`config.mk`:
```
export PLATFORM = sky130hd
export DESIGN_NAME = mma_accumulator_buffer
export DESIGN_NICKNAME = d
export VERILOG_FILES = /design/src/rtl/mma_pkg.sv /design/src/rtl/acc_row_select.sv /design/src/rtl/mma_accumulator_buffer.sv
export SDC_FILE = /design/constraint.sdc
export NUM_CORES = 1
export LEC_CHECK = 0
export ABC_AREA = 0
export CAP_MARGIN = 25
export CORE_AREA = 2 2 447 449
export DETAILED_ROUTE_END_ITERATION = 10
export DIE_AREA = 0 0 449 451
export PLACE_DENSITY = 0.3
export SYNTH_ARGS = -nofsm -noshare
export SYNTH_HDL_FRONTEND = slang
export SYNTH_SLANG_ARGS = --single-unit
export TNS_END_PERCENT = 10
```
`constraint.sdc`:
```
create_clock -name clk -period 2.6 [get_ports clk]
set_input_delay 0.39 -clock clk [delete_from_list [all_inputs] [get_ports clk]]
set_output_delay 0.39 -clock clk [all_outputs]
set_load 0.01 [all_outputs]
```
`src/rtl/mma_pkg.sv`:
```
// Shared types and sizing helpers for the MMA accumulator buffer.
package mma_pkg;

  // Tile life cycle: wait for start, absorb K-slices, stream rows out.
  typedef enum logic [1:0] {
    IDLE  = 2'd0,
    ACCUM = 2'd1,
    DRAIN = 2'd2
  } state_t;

  // Accumulator element width for operand precision p.
  function automatic int acc_width(input int p);
    return 4 * p;
  endfunction

  // Row index width; a single-row buffer still gets a 1-bit index.
  function automatic int idx_width(input int m);
    return (m > 1) ? $clog2(m) : 1;
  endfunction

endpackage

```
`src/rtl/acc_row_select.sv`:
```
// Picks one accumulator row for the drain port. When MMA_ACC_OUT_RELU_EN is
// defined each element is clamped to max(x, 0); otherwise it passes through.
module acc_row_select
  import mma_pkg::*;
#(
  parameter int M = 4,
  parameter int N = 4,
  parameter int P = 8
) (
  input  logic signed [acc_width(P)-1:0] acc [M][N],
  input  logic        [idx_width(M)-1:0] idx,
  output logic signed [acc_width(P)-1:0] row [N]
);

  localparam int AW = acc_width(P);

  // Row mux followed by the optional clamp.
  always_comb begin
    for (int n = 0; n < N; n++) begin
`ifdef MMA_ACC_OUT_RELU_EN
      row[n] = acc[idx][n][AW-1] ? '0 : acc[idx][n];
`else
      row[n] = acc[idx][n];
`endif
    end
  end

endmodule

```
`src/rtl/mma_accumulator_buffer.sv`:
```
// Accumulator buffer sitting behind an MMA array: holds the M x N running
// sum, feeds it back as the C operand, and drains it row by row when the
// tile's last K-slice arrives. Optional output clamp: MMA_ACC_OUT_RELU_EN.
module mma_accumulator_buffer
  import mma_pkg::*;
#(
  parameter int M = 4,
  parameter int N = 4,
  parameter int P = 8
) (
  input  logic                           clk,
  input  logic                           rst_n,
  input  logic                           start,
  input  logic                           step_valid,
  input  logic                           step_last,
  output logic                           step_ready,
  input  logic signed [acc_width(P)-1:0] D [M][N],
  output logic signed [acc_width(P)-1:0] C [M][N],
  output logic                           out_valid,
  input  logic                           out_ready,
  output logic signed [acc_width(P)-1:0] out_row [N],
  output logic        [idx_width(M)-1:0] out_row_idx,
  output logic                           busy
);

  localparam int AW = acc_width(P);
  localparam int IW = idx_width(M);
  localparam logic [IW-1:0] LAST_ROW = IW'(M - 1);

  state_t               state, state_next;
  logic    [IW-1:0]     row;
  logic signed [AW-1:0] acc [M][N];
  logic                 clear_acc, load_acc, row_clear, row_inc;

  // State register.
  // NOTE: sequential state uses non-blocking (<=) so every flop samples the
  // pre-edge values; blocking here would create order-dependent races.
  always_ff @(posedge clk or negedge rst_n) begin
    if (!rst_n) state <= IDLE;
    else        state <= state_next;
  end

  // Next-state decode and handshake outputs.
  // NOTE: every signal gets a default before the case so no path leaves one
  // unassigned, which would otherwise infer a latch.
  always_comb begin
    state_next = state;
    step_ready = 1'b0;
    out_valid  = 1'b0;
    clear_acc  = 1'b0;
    load_acc   = 1'b0;
    row_clear  = 1'b0;
    row_inc    = 1'b0;
    case (state)
      IDLE: begin
        if (start) begin
          clear_acc  = 1'b1;
          state_next = ACCUM;
        end
      end
      ACCUM: begin
        step_ready = 1'b1;
        if (step_valid) begin
          load_acc = 1'b1;
          if (step_last) begin
            row_clear  = 1'b1;
            state_next = DRAIN;
          end
        end
      end
      DRAIN: begin
        out_valid = 1'b1;
        if (out_ready) begin
          if (row == LAST_ROW) state_next = IDLE;
          else                 row_inc    = 1'b1;
        end
      end
      default: state_next = IDLE;
    endcase
  end

  // Accumulator storage: cleared on tile start, overwritten by each MMA step.
  // NOTE: this is a small flop array, not a RAM, so it takes the async reset
  // like any other state; a reset would not map onto an inferred memory.
  always_ff @(posedge clk or negedge rst_n) begin
    if (!rst_n) begin
      for (int m = 0; m < M; m++)
        for (int n = 0; n < N; n++)
          acc[m][n] <= '0;
    end else if (clear_acc) begin
      for (int m = 0; m < M; m++)
        for (int n = 0; n < N; n++)
          acc[m][n] <= '0;
    end else if (load_acc) begin
      for (int m = 0; m < M; m++)
        for (int n = 0; n < N; n++)
          acc[m][n] <= D[m][n];
    end
  end

  // Drain row counter.
  always_ff @(posedge clk or negedge rst_n) begin
    if (!rst_n)         row <= '0;
    else if (row_clear) row <= '0;
    else if (row_inc)   row <= row + IW'(1);
  end

  assign C           = acc;
  assign busy        = (state != IDLE);
  assign out_row_idx = row;

  acc_row_select #(
    .M (M),
    .N (N),
    .P (P)
  ) u_row_select (
    .acc (acc),
    .idx (row),
    .row (out_row)
  );

endmodule

```
==> After elaboration in Yosys (flattened, before gate mapping) <==
Cells that the tools add are included.
{ "op_classes": {"n_lt_le_gt_ge": 1, "n_mux": 25, "n_reduce_logical": 5, "n_bitwise": 1, "n_eq_ne": 8, "n_addsub": 1} }
{ "op_table": {"columns": ["op", "n"], "rows": [
  ["512-bit 2-to-1 mux", 2],
  ["128-bit binary-select mux with 2-bit select", 1],
  ["128-bit 2-to-1 mux", 2],
  ["2-bit 2-to-1 mux", 7],
  ["1-bit 2-to-1 mux", 12],
  ["2-bit inequality test, second input constant", 5],
  ["2-bit one-hot mux with 3 select lines", 1],
  ["2-bit nonzero test", 3],
  ["5-bit AND reduction", 1],
  ["2-bit == test, second input constant", 2],
  ["3-bit greater-or-equal comparator, second input constant", 1],
  ["2-bit inverter with 3-bit output", 1],
  ["2-bit by 1-bit adder with 2-bit output, second input constant", 1],
  ["2-bit by 1-bit == test with 1-bit output, second input constant", 1],
  ["2-bit zero test", 1]
]} }
{ "totals": {"reg_bits": 516, "word_cells": 59} }

==> Logic depth before layout (Yosys ltp) <==
Gate-level depths: netlist of run 1.
{ "logic_depth": {"depth_word": 6, "depth_mapped": 6, "mapped_depth_nobuf": 4} }

==> Cells and area by module <==
Synthesis of run 1 repeated with hierarchy kept, for this count alone.
{ "hier_totals": {"cells_unflattened": 1315, "area_unflattened_um2": 21788.4} }
{ "modules_own_cells": {"columns": ["module", "n_inst", "area_each_um2", "cells_each"], "rows": [
  ["mma_accumulator_buffer", 1, 18591.6, 1159],
  ["acc_row_select", 1, 3196.8, 156]
]} }

==> Worst setup path before layout of run 1 <==
Ideal clock, no wire load.
{ "synth_timing": {"kind": "flip-flop to output port", "start": "register row[0] (netlist: out_row_idx[0])", "end": "output port out_row[82] (netlist bit)", "path_stages_with_launch": 4, "path_slack_ps": 681, "arrival_time_ps": 1529, "cell_sequence": "dfrtp_1 > buf_2 > buf_4 > mux4_2"} }
{ "synth_lines": {"columns": ["item", "line", "text"], "rows": [
  ["from (decl)", "mma_accumulator_buffer.sv:31", "logic [IW-1:0] row;"],
  ["from (signal assigned)", "mma_accumulator_buffer.sv:105", "else if (row_inc) row <= row + IW'(1);"],
  ["to (decl)", "mma_accumulator_buffer.sv:21", "output logic signed [acc_width(P)-1:0] out_row [N],"]
]} }

==> flow_summary.toml, run 1 <==
[run_status]
status = "finished with violations"
violations = "setup timing"

[power_and_ir_drop]
peakVddDrop_v = 0.000497
p_per_area_nw_per_um2 = 1530
p_total_mw = 60.1
power_leakage_nw = 16.4

[critical_path]
path_buf_inv = 4
r2r-start = "out_row_idx[0]$_DFFE_PN0P_"
cp.required_ns = 2.21
critPathMaxStageDelay_ns = 0.64
timing.rr.end = "out_row_idx[1]$_DFFE_PN0P_"
reg2reg_slack_ns = 0.73
cp_max_fo = 5
slowest_stage = "mux4_2"
path_cells = "buf_16, buf_12, buf_8, mux4_2, buf_6"
path_class = "reg -> out"
cp-end-kind = "output pin"
critical_path.top_delay_family = "multiplexers"
startpoint_type = "flip-flop"
worstPathArrival_ns = 2.45
r2r_cells = 7

[timing]
setup_slack_ns = -0.245
timing.fmax_ghz = 0.352
skew_ns = 0.0228
period_share = 1.09
finalCriticalPeriod_ns = 2.84
hold_violations = 0
fin_tns_setup_ns = -14.95
setup-violations-final = 110
worstMarginPinSlew_ns = 0.806
rsz0062_at_grt = "yes"
slew_headroom = 0.463
drv_slew = 0

[logic_synthesis]
yosys-top-cells-area = "dfrtp_1 60%, a22o_1 21%, mux4_2 13%"
ys_ff_latch = 516
ys_seq_area_frac = 0.595
synth_top_area_share = 0.595
syn_inst = 1315
synth_nets = 1834
yosys.area.top_type = "dfrtp_1"
netlist_area_um2 = 21700
synth_area_per_cell_um2 = 16.5
yosysUniqueCellTypes = 22
yosys_warnings = 0

[detailed_routing]
antenna_left = 0
drc = 0
drt-pass1-iter-count = 7
vias = 19391
wl_per_cell_um = 32.2
drt_iter0_markers = 1349
viasPerCell = 3.67
finalWirelength_mm = 170

[clocking]
cts_tree = "done"
cts.path.max_buffers = 3
clock_sinks = 516
cts_buffers = 75
insertion_delay_ns = 0.69
cts-root-buf = "clkbuf_16"
clk_pin_slew_ns = 0.06
htree_levels = 3

[die]
core_um2 = 198000
num_rows = 164
start_util = 0.109
dieWidth_um = 449
design.portCount = 1163
die_h_um = 451
dieArea_um2 = 202000

[global_routing]
grt_max_degree = 59
grt_pass1_wl_mm = 219
antenna_found_initial = 50
grt_remaining_overflow = 0
grt_usage = 0.162
grt_pass1_vias = 20423

[place]
placed_area_um2 = 36600
place_congestion = 0.917
numPortBuffers = 1162
place_hpwl_mm = 137

[cells_and_area]
fill_cells = 21532
syn_to_final_growth_pct = 81.5
layout-drive-gt1-share = 0.192
layout.nets = 3076
fin_util = 0.199
fin_area_um2 = 39400

[hold_path]
hold_class = "in -> async"

[job]
cap_viol_max_count = 0
-- layout make-up --
class / count / area (um^2) / share of cell area
Clock buffer: 111 / 2180 / 0.0554
Antenna cell: 11 / 27.5 / 0.000699
Multi-Input combinational cell: 657 / 7500 / 0.190
Clock inverter: 20 / 280 / 0.00712
Sequential cell: 516 / 12900 / 0.328
Timing Repair Buffer: 1307 / 13200 / 0.334
Tap cell: 2656 / 3320 / 0.0844
-- where the power goes --
group | total [mW] | switching, mW | leakage (nW) | internal [mW]
logic | 30.1 | 14.0 | 8.46 | 16.1
clock network | 10.6 | 4.32 | 1.21 | 6.30
registers | 19.3 | 7.26 | 6.68 | 12.1
total | 60.1 | 25.6 | 16.4 | 34.5
-- how the worst max path moves through the flow --
stage                               start  cells past startpoint  slack, ns          end
6_report       out_row_idx[0]$_DFFE_PN0P_                      5      -0.24  out_row[27]
5_1_grt        out_row_idx[0]$_DFFE_PN0P_                      5      -0.34  out_row[63]
4_1_cts        out_row_idx[0]$_DFFE_PN0P_                      4      -0.59  out_row[87]
3_5_place_dp   out_row_idx[0]$_DFFE_PN0P_                      4        0.1  out_row[92]
3_3_place_gp   out_row_idx[0]$_DFFE_PN0P_                      4       0.12  out_row[92]
2_1_floorplan  out_row_idx[0]$_DFFE_PN0P_                      3       0.68  out_row[82]
-- registers in the layout (all words and copies together), names as in the netlist --
name / count
C: 512
out_row_idx: 2
state: 2
-- synthesized netlist by cell type --
library cell	n
dfrtp_1	516
a22o_1	512
mux4_2	128
buf_6	88
buf_4	21
buf_2	17
clkbuf_1	12
buf_1	4
nor2_1	3
mux2i_1	2
a21o_1	1
a311oi_1	1
and2_1	1
and3_1	1
and4bb_2	1
ha_1	1
nand2_1	1
nor2b_1	1
nor2b_2	1
or2_1	1
or2_2	1
xnor2_1	1
-- what timing repair did --
item                       CTS  global route
hold buffers                 1             0
resized for setup          348           131
buffers inserted             7            15
setup endpoints to repair  132           128
hold endpoints to repair    30             0
pin swaps                    0             0
cloned                       2             1
-- metrics by stage --
step / setup WS [ns] / hold slack (ns) / std cells
global route: -0.342 / 0.237 / 5274
global placement: 0.122 / 0.416 / 5111
CTS: -0.586 / 0.187 / 5252
detailed placement: 0.0980 / 0.425 / 5111
floorplan: 0.681 / 0.0944 / 1315
finish: -0.245 / 0.230 / 5278
-- cell usage in the layout (no fill, tap or decap), drive strengths merged --
cell and n:
a21o 1, a22o 512, a311oi 1, and2 1, and3 1, and4bb 1
buf 236, bufinv 5, clkbuf 127, clkdlybuf4s15 3, clkdlybuf4s50 1030, clkinv 14
dfrtp 516, diode 11, dlygate4sd2 7, dlygate4sd3 1, dlymetal6s2s 14, ha 1
inv 1, mux2i 2, mux4 128, nand2 1, nor2 3, nor2b 2
or2 2, xnor2 1
-- layer usage --
| metal | part of all wire | global-route usage | vias to the layer above | routed length, um |
|---|---|---|---|---|
| met5 | 0.0016 | 0 | - | 271 |
| met4 | 0.021 | 0.0438 | 40 | 3540 |
| met3 | 0.069 | 0.0505 | 190 | 11800 |
| met2 | 0.51 | 0.285 | 843 | 87100 |
| met1 | 0.40 | 0.189 | 10431 | 67400 |
| li1 | - | - | 7887 | - |
-- cell families (layout without fill, tap and decap cells) --
kind of cell,Yosys count,count (layout),share of synthesized area
flops,516,516,0.595
compound gates,514,514,0.207
buf+inv,142,1438,0.0596
mux,130,130,0.134
simple gates,11,11,0.00311
fa+ha+maj,1,1,0.000577
xor+xnor,1,1,0.000404
other cells,0,11,0
Power figures use the tool's default switching activity.
==> run 2, diff against run 1 <==
SLEW_MARGIN = 20   (was not set)
==> results of run 2 <==
The final DEF is identical to that of run 1; final timing and power are the same.
==> run 3, diff against run 2 <==
CORE_AREA = 10 10 442 444   (was 2 2 447 449)
DIE_AREA = 0 0 452 454   (was 0 0 449 451)
==> flow_summary.toml, run 3 (synthesis results as in run 1) <==
[run_status]
status = "finished with violations"
violations = "setup timing"

[clocking]
cts.path.max_buffers = 3
clock_sinks = 516
insertion_delay_ns = 0.68
cts-root-buf = "clkbuf_16"
clk_pin_slew_ns = 0.06
cts_buffers = 74
htree_levels = 3
cts_tree = "done"

[die]
num_rows = 159
core_um2 = 187000
start_util = 0.116
dieWidth_um = 452
dieArea_um2 = 205000
die_h_um = 454
design.portCount = 1163

[timing]
rsz0062_at_grt = "yes"
skew_ns = 0.0346
fin_tns_setup_ns = -15.66
drv_slew = 0
worstMarginPinSlew_ns = 0.547
hold_violations = 0
period_share = 1.10
timing.fmax_ghz = 0.351
setup-violations-final = 127
finalCriticalPeriod_ns = 2.85
slew_headroom = 0.635
setup_slack_ns = -0.252

[power_and_ir_drop]
power_leakage_nw = 16.1
p_per_area_nw_per_um2 = 1540
peakVddDrop_v = 0.000656

[critical_path]
reg2reg_slack_ns = 0.65
r2r-start = "out_row_idx[0]$_DFFE_PN0P_"
setup.worst_path.start = "out_row_idx[0]$_DFFE_PN0P_"
slowest_stage = "mux4_2"
path_class = "reg -> out"
cp-end-kind = "output pin"
critPathMaxStageDelay_ns = 0.61
critical_path.top_delay_family = "buffers and inverters"
path_buf_inv = 4
path_cells = "buf_12, buf_16, buf_12, mux4_2, buf_6"
cp.required_ns = 2.21
cp_common_cell = "buf_12"
startpoint_type = "flip-flop"
cp_max_fo = 6
worstPathArrival_ns = 2.46

[place]
numPortBuffers = 1162
placed_area_um2 = 36200
dp_cells = 4914
place_hpwl_mm = 147
place_congestion = 0.942

[detailed_routing]
finalWirelength_mm = 177
drc = 0
drt_iter0_markers = 1418
viasPerCell = 3.83
wl_per_cell_um = 34.8
vias = 19548
antenna_left = 0
drt-pass1-iter-count = 5

[cells_and_area]
layout.nets = 3047
final_cells = 5100
layout_common_cells = "1,030 x clkdlybuf4s50_1, 513 x dfrtp_1, 512 x a22o_1"
layout-drive-gt1-share = 0.193
largest_reg_flops = 512
fin_area_um2 = 39100
syn_to_final_growth_pct = 80.4
final_common_cell = "clkdlybuf4s50_1"

[global_routing]
grt_remaining_overflow = 0
grt_pass1_wl_mm = 227
antenna_found_initial = 65
grt_max_degree = 79
grt_pass1_vias = 21050
grt_usage = 0.164

[hold_path]
hold_class = "in -> async"

[job]
cap_viol_max_count = 0
==> run 3: what timing repair did <==
action                                  in CTS  in global routing
buffers inserted                             1                 26
hold buffers                                 1                  0
resized for setup                          438                 54
cloned                                       1                  4
endpoints found under the setup margin     131                128
hold endpoints to repair                    14                  0
==> run 3: path summary, 6_finish.rpt <==
kind                                         endpoint  cells past startpoint
setup / recovery                          out_row[35]                      5
hold / removal                     C[110]$_DFFE_PN0P_                      2
setup reg to reg           out_row_idx[1]$_DFFE_PN0P_                      7
hold reg to reg                     C[54]$_DFFE_PN0P_                      1
max in group asynchronous          C[457]$_DFFE_PN0P_                      3
min in group clk                   C[212]$_DFFE_PN0P_                      2
==> run 3: layout make-up <==
cell class / instances / area (um^2)
Antenna cell: 23 / 57.6
Clock inverter: 19 / 194
Timing Repair Buffer: 1279 / 13100
Sequential cell: 516 / 12900
Tap cell: 2495 / 3120
Clock buffer: 111 / 2230
Fill cell: 20147 / 147000
Multi-Input combinational cell: 657 / 7500
==> run 3: metrics by stage <==
step / hold slack (ns) / setup WS, ns / util / total power, mW
after global placement: 0.366 / 0.157 / 0.194 / 50.3
after CTS: 0.211 / -0.468 / 0.207 / 60.9
after detailed placement: 0.369 / 0.134 / 0.194 / 50.1
after floorplan: 0.0944 / 0.681 / - / 27.5
after global routing: 0.245 / -0.332 / 0.210 / 62.9
final: 0.282 / -0.252 / 0.210 / 60.2
==> run 3: report_power, final <==
part	internal, mW	switching [mW]	total, mW
clock network	6.12	4.15	10.3
logic	16.4	14.4	30.8
registers	12.1	7.05	19.1
total	34.6	25.6	60.2
==> run 3: routing by layer <==
layer	up-vias	part of all wire	track usage
met5	-	0.0010	0
met4	28	0.025	0.0424
met3	196	0.070	0.0513
met2	888	0.53	0.303
met1	10605	0.37	0.180
li1	7831	-	-
